## config.mk

```make
export PLATFORM = sky130hd
export DESIGN_NAME = cv32e40px_rf_wb_buffer
export DESIGN_NICKNAME = d
export VERILOG_FILES = /design/src/rtl/cv32e40px_rf_wb_pkg.sv /design/src/rtl/cv32e40px_rf_wb_fifo.sv /design/src/rtl/cv32e40px_rf_wb_buffer.sv
export SDC_FILE = /design/constraint.sdc
export NUM_CORES = 1
export LEC_CHECK = 0
export ABC_CLOCK_PERIOD_IN_PS = 3600
export CAP_MARGIN = 20
export CORE_MARGIN = 10
export CORE_UTILIZATION = 53
export DETAILED_ROUTE_END_ITERATION = 10
export PLACE_DENSITY = 0.82
export SYNTH_ARGS = -nofsm -noshare
export SYNTH_HDL_FRONTEND = slang
export SYNTH_HIERARCHICAL = 1
export SYNTH_SLANG_ARGS = --single-unit
```

## constraint.sdc

```tcl
create_clock -name clk -period 3.6 [get_ports clk]
set_clock_uncertainty 0.05 [all_clocks]
set_input_delay 0.9 -clock clk [delete_from_list [all_inputs] [get_ports clk]]
set_output_delay 0.9 -clock clk [all_outputs]
set_load 0.1 [all_outputs]
```

## src/rtl/cv32e40px_rf_wb_pkg.sv

```systemverilog
// Shared types and constants for the register-file write-back buffer.
// RF_WB_ADDR_W/RF_WB_DATA_W fix the layout of a buffered X-channel entry.
// Bit 5 of an address selects the FP bank.
package cv32e40px_rf_wb_pkg;

  localparam int RF_WB_ADDR_W        = 6;
  localparam int RF_WB_DATA_W        = 32;
  localparam int RF_WB_DEFAULT_DEPTH = 4;

  typedef struct packed {
    logic [RF_WB_ADDR_W-1:0] addr;
    logic [RF_WB_DATA_W-1:0] data;
  } rf_wb_entry_t;

endpackage

```

## src/rtl/cv32e40px_rf_wb_fifo.sv

```systemverilog
// Entry FIFO for X-channel register-file writes.
// Ports:
//   clk, rst_n              clock, asynchronous active-low reset
//   push, push_entry        write an entry at the tail (caller never pushes when full)
//   pop                     drop the head entry (caller never pops when empty)
//   head                    current head entry
//   full, empty, count      occupancy
//   entry_valid, entry_addr per-slot valid flags and addresses, used to build the scoreboard
// DEPTH must be a power of two so the pointers wrap naturally.
module cv32e40px_rf_wb_fifo
  import cv32e40px_rf_wb_pkg::*;
#(
  parameter  int DEPTH = RF_WB_DEFAULT_DEPTH,
  localparam int PTR_W = $clog2(DEPTH)
) (
  input  logic                                   clk,
  input  logic                                   rst_n,
  input  logic                                   push,
  input  rf_wb_entry_t                           push_entry,
  input  logic                                   pop,
  output rf_wb_entry_t                           head,
  output logic                                   full,
  output logic                                   empty,
  output logic [PTR_W:0]                         count,
  output logic [DEPTH-1:0]                       entry_valid,
  output logic [DEPTH-1:0][RF_WB_ADDR_W-1:0]     entry_addr
);

  rf_wb_entry_t      mem_q [DEPTH];
  logic [PTR_W-1:0]  wr_ptr_q;
  logic [PTR_W-1:0]  rd_ptr_q;
  logic [PTR_W:0]    count_q;

  always_ff @(posedge clk or negedge rst_n) begin
    if (!rst_n) begin
      wr_ptr_q <= '0;
      rd_ptr_q <= '0;
      count_q  <= '0;
      for (int i = 0; i < DEPTH; i++) begin
        mem_q[i] <= '0;
      end
    end else begin
      if (push) begin
        mem_q[wr_ptr_q] <= push_entry;
        wr_ptr_q        <= wr_ptr_q + 1'b1;
      end
      if (pop) begin
        rd_ptr_q <= rd_ptr_q + 1'b1;
      end
      case ({push, pop})
        2'b10:   count_q <= count_q + 1'b1;
        2'b01:   count_q <= count_q - 1'b1;
        default: count_q <= count_q;
      endcase
    end
  end

  assign head  = mem_q[rd_ptr_q];
  assign count = count_q;
  assign full  = (count_q == (PTR_W+1)'(DEPTH));
  assign empty = (count_q == '0);

  // A slot is live when its distance from the read pointer is below the count.
  always_comb begin
    logic [PTR_W-1:0] off;
    off         = '0;
    entry_valid = '0;
    entry_addr  = '0;
    for (int i = 0; i < DEPTH; i++) begin
      off            = PTR_W'(i) - rd_ptr_q;
      entry_valid[i] = ({1'b0, off} < count_q);
      entry_addr[i]  = mem_q[i].addr;
    end
  end

endmodule

```

## src/rtl/cv32e40px_rf_wb_buffer.sv

```systemverilog
// Register-file write-back front end.
// Channel A (in-pipeline results) is registered once and drives write port A.
// Channel X (coprocessor results, valid/ready) is buffered in a FIFO whose
// head drives write port B. Because the regfile lets port B win on equal
// addresses, a buffered X write that targets the same register as the live
// port-A write is older and is popped without writing.
// Ports:
//   clk, rst_n                        clock, asynchronous active-low reset
//   a_valid_i/a_addr_i/a_data_i       channel A request (always accepted)
//   x_valid_i/x_ready_o/x_addr_i/x_data_i  channel X handshake
//   b_stall_i                         port B busy (LSU); holds the FIFO head
//   waddr_a_o/wdata_a_o/we_a_o        regfile write port A
//   waddr_b_o/wdata_b_o/we_b_o        regfile write port B
//   pending_o                         per-register "X write buffered" flags
//   fifo_empty_o                      FIFO empty
// Optional build macro CV32E40PX_RF_WB_BYPASS_EN: when the FIFO is empty an
// X request that cannot collide with channel A is written through port B in
// the same cycle instead of being buffered.
module cv32e40px_rf_wb_buffer
  import cv32e40px_rf_wb_pkg::*;
#(
  parameter int ADDR_WIDTH = RF_WB_ADDR_W,
  parameter int DATA_WIDTH = RF_WB_DATA_W,
  parameter int DEPTH      = RF_WB_DEFAULT_DEPTH,
  parameter int NUM_REGS   = 2**ADDR_WIDTH
) (
  input  logic                  clk,
  input  logic                  rst_n,
  input  logic                  a_valid_i,
  input  logic [ADDR_WIDTH-1:0] a_addr_i,
  input  logic [DATA_WIDTH-1:0] a_data_i,
  input  logic                  x_valid_i,
  output logic                  x_ready_o,
  input  logic [ADDR_WIDTH-1:0] x_addr_i,
  input  logic [DATA_WIDTH-1:0] x_data_i,
  input  logic                  b_stall_i,
  output logic [ADDR_WIDTH-1:0] waddr_a_o,
  output logic [DATA_WIDTH-1:0] wdata_a_o,
  output logic                  we_a_o,
  output logic [ADDR_WIDTH-1:0] waddr_b_o,
  output logic [DATA_WIDTH-1:0] wdata_b_o,
  output logic                  we_b_o,
  output logic [NUM_REGS-1:0]   pending_o,
  output logic                  fifo_empty_o
);

  localparam int PTR_W = $clog2(DEPTH);

  logic                  we_a_q;
  logic [ADDR_WIDTH-1:0] waddr_a_q;
  logic [DATA_WIDTH-1:0] wdata_a_q;

  rf_wb_entry_t                           push_entry;
  rf_wb_entry_t                           head;
  logic                                   push;
  logic                                   pop;
  logic                                   full;
  logic                                   empty;
  logic [PTR_W:0]                         count;
  logic [DEPTH-1:0]                       entry_valid;
  logic [DEPTH-1:0][RF_WB_ADDR_W-1:0]     entry_addr;

  logic drop;
  logic fifo_we_b;
  logic bypass;

  // Stage A: one register stage; writes to x0 are discarded.
  always_ff @(posedge clk or negedge rst_n) begin
    if (!rst_n) begin
      we_a_q    <= 1'b0;
      waddr_a_q <= '0;
      wdata_a_q <= '0;
    end else begin
      we_a_q <= a_valid_i && (a_addr_i != '0);
      if (a_valid_i) begin
        waddr_a_q <= a_addr_i;
        wdata_a_q <= a_data_i;
      end
    end
  end

  assign waddr_a_o = waddr_a_q;
  assign wdata_a_o = wdata_a_q;
  assign we_a_o    = we_a_q;

  // The head is older than the live port-A write; let port A win.
  assign drop      = !empty && we_a_q && (head.addr == waddr_a_q);
  assign fifo_we_b = !empty && !b_stall_i && !drop;

`ifdef CV32E40PX_RF_WB_BYPASS_EN
  assign bypass = empty && !b_stall_i && x_valid_i && (x_addr_i != '0) &&
                  (x_addr_i != a_addr_i) && (x_addr_i != waddr_a_q);
`else
  assign bypass = 1'b0;
`endif

  // Ready depends only on occupancy: no push into a full FIFO even on a pop.
  assign x_ready_o = !full;
  assign push      = x_valid_i && !full && (x_addr_i != '0) && !bypass;
  assign pop       = fifo_we_b || drop;

  assign push_entry.addr = x_addr_i;
  assign push_entry.data = x_data_i;

  cv32e40px_rf_wb_fifo #(
    .DEPTH (DEPTH)
  ) u_fifo (
    .clk         (clk),
    .rst_n       (rst_n),
    .push        (push),
    .push_entry  (push_entry),
    .pop         (pop),
    .head        (head),
    .full        (full),
    .empty       (empty),
    .count       (count),
    .entry_valid (entry_valid),
    .entry_addr  (entry_addr)
  );

  assign we_b_o       = fifo_we_b || bypass;
  assign waddr_b_o    = bypass ? x_addr_i : head.addr;
  assign wdata_b_o    = bypass ? x_data_i : head.data;
  assign fifo_empty_o = (count == '0);

  // Duplicate addresses simply OR together, so a register stays pending
  // until its last buffered entry leaves.
  always_comb begin
    pending_o = '0;
    for (int i = 0; i < DEPTH; i++) begin
      if (entry_valid[i]) begin
        pending_o[entry_addr[i]] = 1'b1;
      end
    end
  end

endmodule

```

==> impl_metrics.json <==
{
  "fin_nets": 1145,
  "crit_required_ns": 2.65,
  "finalCriticalPeriod_ns": 3.75,
  "status": "finished with violations",
  "synthFlopType": "dfrtp_1",
  "hpwl_microns": 24400,
  "first_pass_iters": 5,
  "n_fill_cell": 1227,
  "drive_gt1_share_pct": 57.6,
  "grt_pass1_vias": 9112,
  "hold_viol": 0,
  "wire_per_inst_microns": 26.0,
  "yosys.area.top_type": "dfrtp_1",
  "violations": "setup timing",
  "rsz0062_at_grt": "yes",
  "r2r_slack_ns": 0.28,
  "port_buffers": 224,
  "synth_area_sq_um": 11300,
  "grt_max_degree": 86,
  "drc": 0,
  "grt-ovfl-total": 0,
  "hold-path-endpoint": "u_fifo/mem_q[63]",
  "syn_nets": 931,
  "dieArea_sq_um": 27600,
  "seq_area_frac_synth_pct": 43.7,
  "postSynthCellCount": 840,
  "reg2regPathDepth": 12,
  "yosysTopAreaCellShare_pct": 43.7,
  "setup_violations": 37,
  "postRouteAntennaNets": 0,
  "multi_input_area_sq_um": 6600,
  "startpoint_type": "register",
  "max_slew_margin_pct": 24.6,
  "synth_edf_count": 0,
  "num_io_pins": 225,
  "fin_crit_sh_pct": 104,
  "async_flop_share_pct": 100,
  "ys_ff_latch": 198,
  "setup_slack_ns": -0.148,
  "htreeDepth": 4,
  "worst-setup-path-type": "register to primary output",
  "cts_tree": "yes",
  "hold_ws_ns": 0.453,
  "cts.path.max_buffers": 2,
  "syn_to_final_growth_pct": 40.6,
  "die_w_microns": 166,
  "endpoint_kind": "primary output",
  "rows": 53,
  "via_per_inst": 6.44,
  "r2r_start": "u_fifo/rd_ptr_q[0]",
  "core_sq_um": 21000,
  "cts.sinks": 198,
  "antenna_found_initial": 3,
  "synth_warnings": 6,
  "clkSlewWorstSetupHoldPaths_ns": 0.07,
  "min_from": "u_fifo/mem_q[63]",
  "gp_congestion": 1.05,
  "die_y_microns": 166,
  "start_util_pct": 53.9,
  "root_buffer": "clkbuf_16",
  "cts_buffers": 17,
  "grt_use_total_pct": 24.0,
  "r2r-end": "u_fifo/count[2]",
  "clk_latency_ns": 0.44,
  "ys_types": 59,
  "regArea_sq_um": 4960,
  "maxCapViolCount": 0,
  "avgSynthCellArea_sq_um": 13.5,
  "num_vias": 8645,
  "worstMarginPinSlew_ns": 1.13,
  "wl_microns": 34900,
  "antenna_cells": 0,
  "grt_pass1_wl_microns": 53800,
  "slew_violations": 0,
  "max_freq_mhz": 267,
  "cp.arrival_ns": 2.80,
  "synth_area_leaders": "dfrtp_1 44%, mux2_2 11%, mux2_4 11%, mux4_2 7.5%, o221ai_1 2.3%",
  "holdCritPathClass": "register to register",
  "whs_path_depth": 1,
  "drt_iter0_drc": 683,
  "path_max_fanout": 7
}
## per-stage QoR
step                setup slack, ns  utilization, %  cell area, sq um  TNS, ns  std cells
CTS                         -0.0904            73.8             15500    -1.08       1334
global placement             -0.264            68.7             14400    -1.90       1284
detailed placement           -0.165            68.7             14400    -1.43       1285
finish                       -0.148            75.8             15900    -2.61       1342
global route                 -0.211            75.8             15900    -5.99       1342
floorplan                    -0.588               -             11600   -10.24        840
## logic make-up (layout without fill, tap and decap cells)
group                    after synthesis  in the layout  synth area share, %
multiplexers                         228            228                 29.1
AO/OA/AOI/OAI                        138            138                 9.87
flip-flops                           198            198                 43.7
adder cells (fa/ha/maj)               10             10                 1.17
buffers and inverters                113            340                 6.09
XOR/XNOR                              13             13                 1.00
AND/OR/NAND/NOR                      140            140                 9.10
## sequential cells by signal (all words and copies together), names as in the netlist
register           flops
we_a_o                 1
u_fifo/count           3
u_fifo/entry_addr     24
u_fifo/mem_q         128
waddr_a_o              6
u_fifo/wr_ptr_q        2
u_fifo/rd_ptr_q        2
wdata_a_o             32
## worst max-delay path: stages (launching register included)
cell and delay [ns]:
dfrtp_2 0.43, xnor2_2 0.19, inv_1 0.10, ha_4 0.27, a21oi_2 0.04, or2_4 0.26
buf_6 0.14, nand4b_1 0.15, buf_6 0.14, o22ai_1 0.11, a221o_1 0.34, buf_12 0.18
## cells in the final DEF (no fill, tap or decap), types with 9 or more instances in the layout
master	synthesis	layout
mux2_2	110	110
o221ai_4	0	20
buf_4	24	129
o221ai_2	0	10
nor3b_1	11	10
a22oi_2	0	24
mux4_2	38	38
nand2_1	15	15
a221o_2	0	21
nand3b_1	11	11
dfrtp_1	198	196
clkbuf_16	0	17
clkdlybuf4s50_1	0	79
mux2_4	80	80
and3b_1	9	9
buf_12	0	76
o22ai_1	25	18
nor2_1	12	12
buf_6	20	13
## synth_stat cells, types with 3 or more instances
| master | n |
|---|---|
| nand4_1 | 3 |
| or2_2 | 4 |
| nand2_4 | 4 |
| xor2_1 | 7 |
| clkbuf_1 | 36 |
| nor2_1 | 12 |
| nand2b_1 | 3 |
| nand3b_1 | 11 |
| nand4b_1 | 8 |
| buf_6 | 20 |
| ha_1 | 9 |
| or3_1 | 4 |
| a221o_1 | 23 |
| buf_2 | 21 |
| nor3_1 | 7 |
| and3b_1 | 9 |
| nor3b_1 | 11 |
| mux2_2 | 110 |
| a211o_1 | 5 |
| and4b_1 | 7 |
| nand4bb_1 | 6 |
| mux2_4 | 80 |
| mux4_2 | 38 |
| buf_4 | 24 |
| dfrtp_1 | 198 |
| inv_1 | 10 |
| a2bb2oi_1 | 3 |
| o221ai_1 | 30 |
| nand3_1 | 4 |
| a21oi_1 | 4 |
| o211ai_1 | 5 |
| xnor2_1 | 6 |
| nor4bb_1 | 6 |
| a22oi_1 | 31 |
| o22ai_1 | 25 |
| and3_1 | 4 |
| or3b_1 | 7 |
| nand2_1 | 15 |
## metal layers
metal  wire, microns  global-route usage (%)  up-vias
li1                -                       -     3675
met4            1270                    9.20        6
met1           13500                    28.7     4383
met5              41                       0        -
met3            2490                    5.82      127
met2           17600                    41.0      454
## cell type report
type                       count  area share (%)
sequential                   198            31.1
clock inverter                15           0.902
timing repair buffer         298            21.6
clock buffer                  17            2.67
inverter                      10           0.235
tap                          275            2.16
multi-input combinational    529            41.4
## worst max-delay path by stage
stage / start / to
after floorplan: u_fifo/rd_ptr_q[0] / pending_o[55]
after global placement: u_fifo/rd_ptr_q[0] / pending_o[33]
after detailed placement: u_fifo/rd_ptr_q[0] / pending_o[34]
after CTS: u_fifo/count[1] / pending_o[56]
after global routing: u_fifo/rd_ptr_q[0] / pending_o[29]
final: u_fifo/rd_ptr_q[0] / pending_o[27]
## timing repair
item / 4_1_cts / 5_1_grt
pin swaps: 19 / 18
gates resized for setup: 66 / 59
setup buffers: 17 / 8
endpoints found under the setup margin: 65 / 65
hold buffers: 0 / 0
gates cloned: 0 / 0
Power is not shown: default switching activity piles up to over one toggle a cycle in this logic, so the estimate is an artifact.
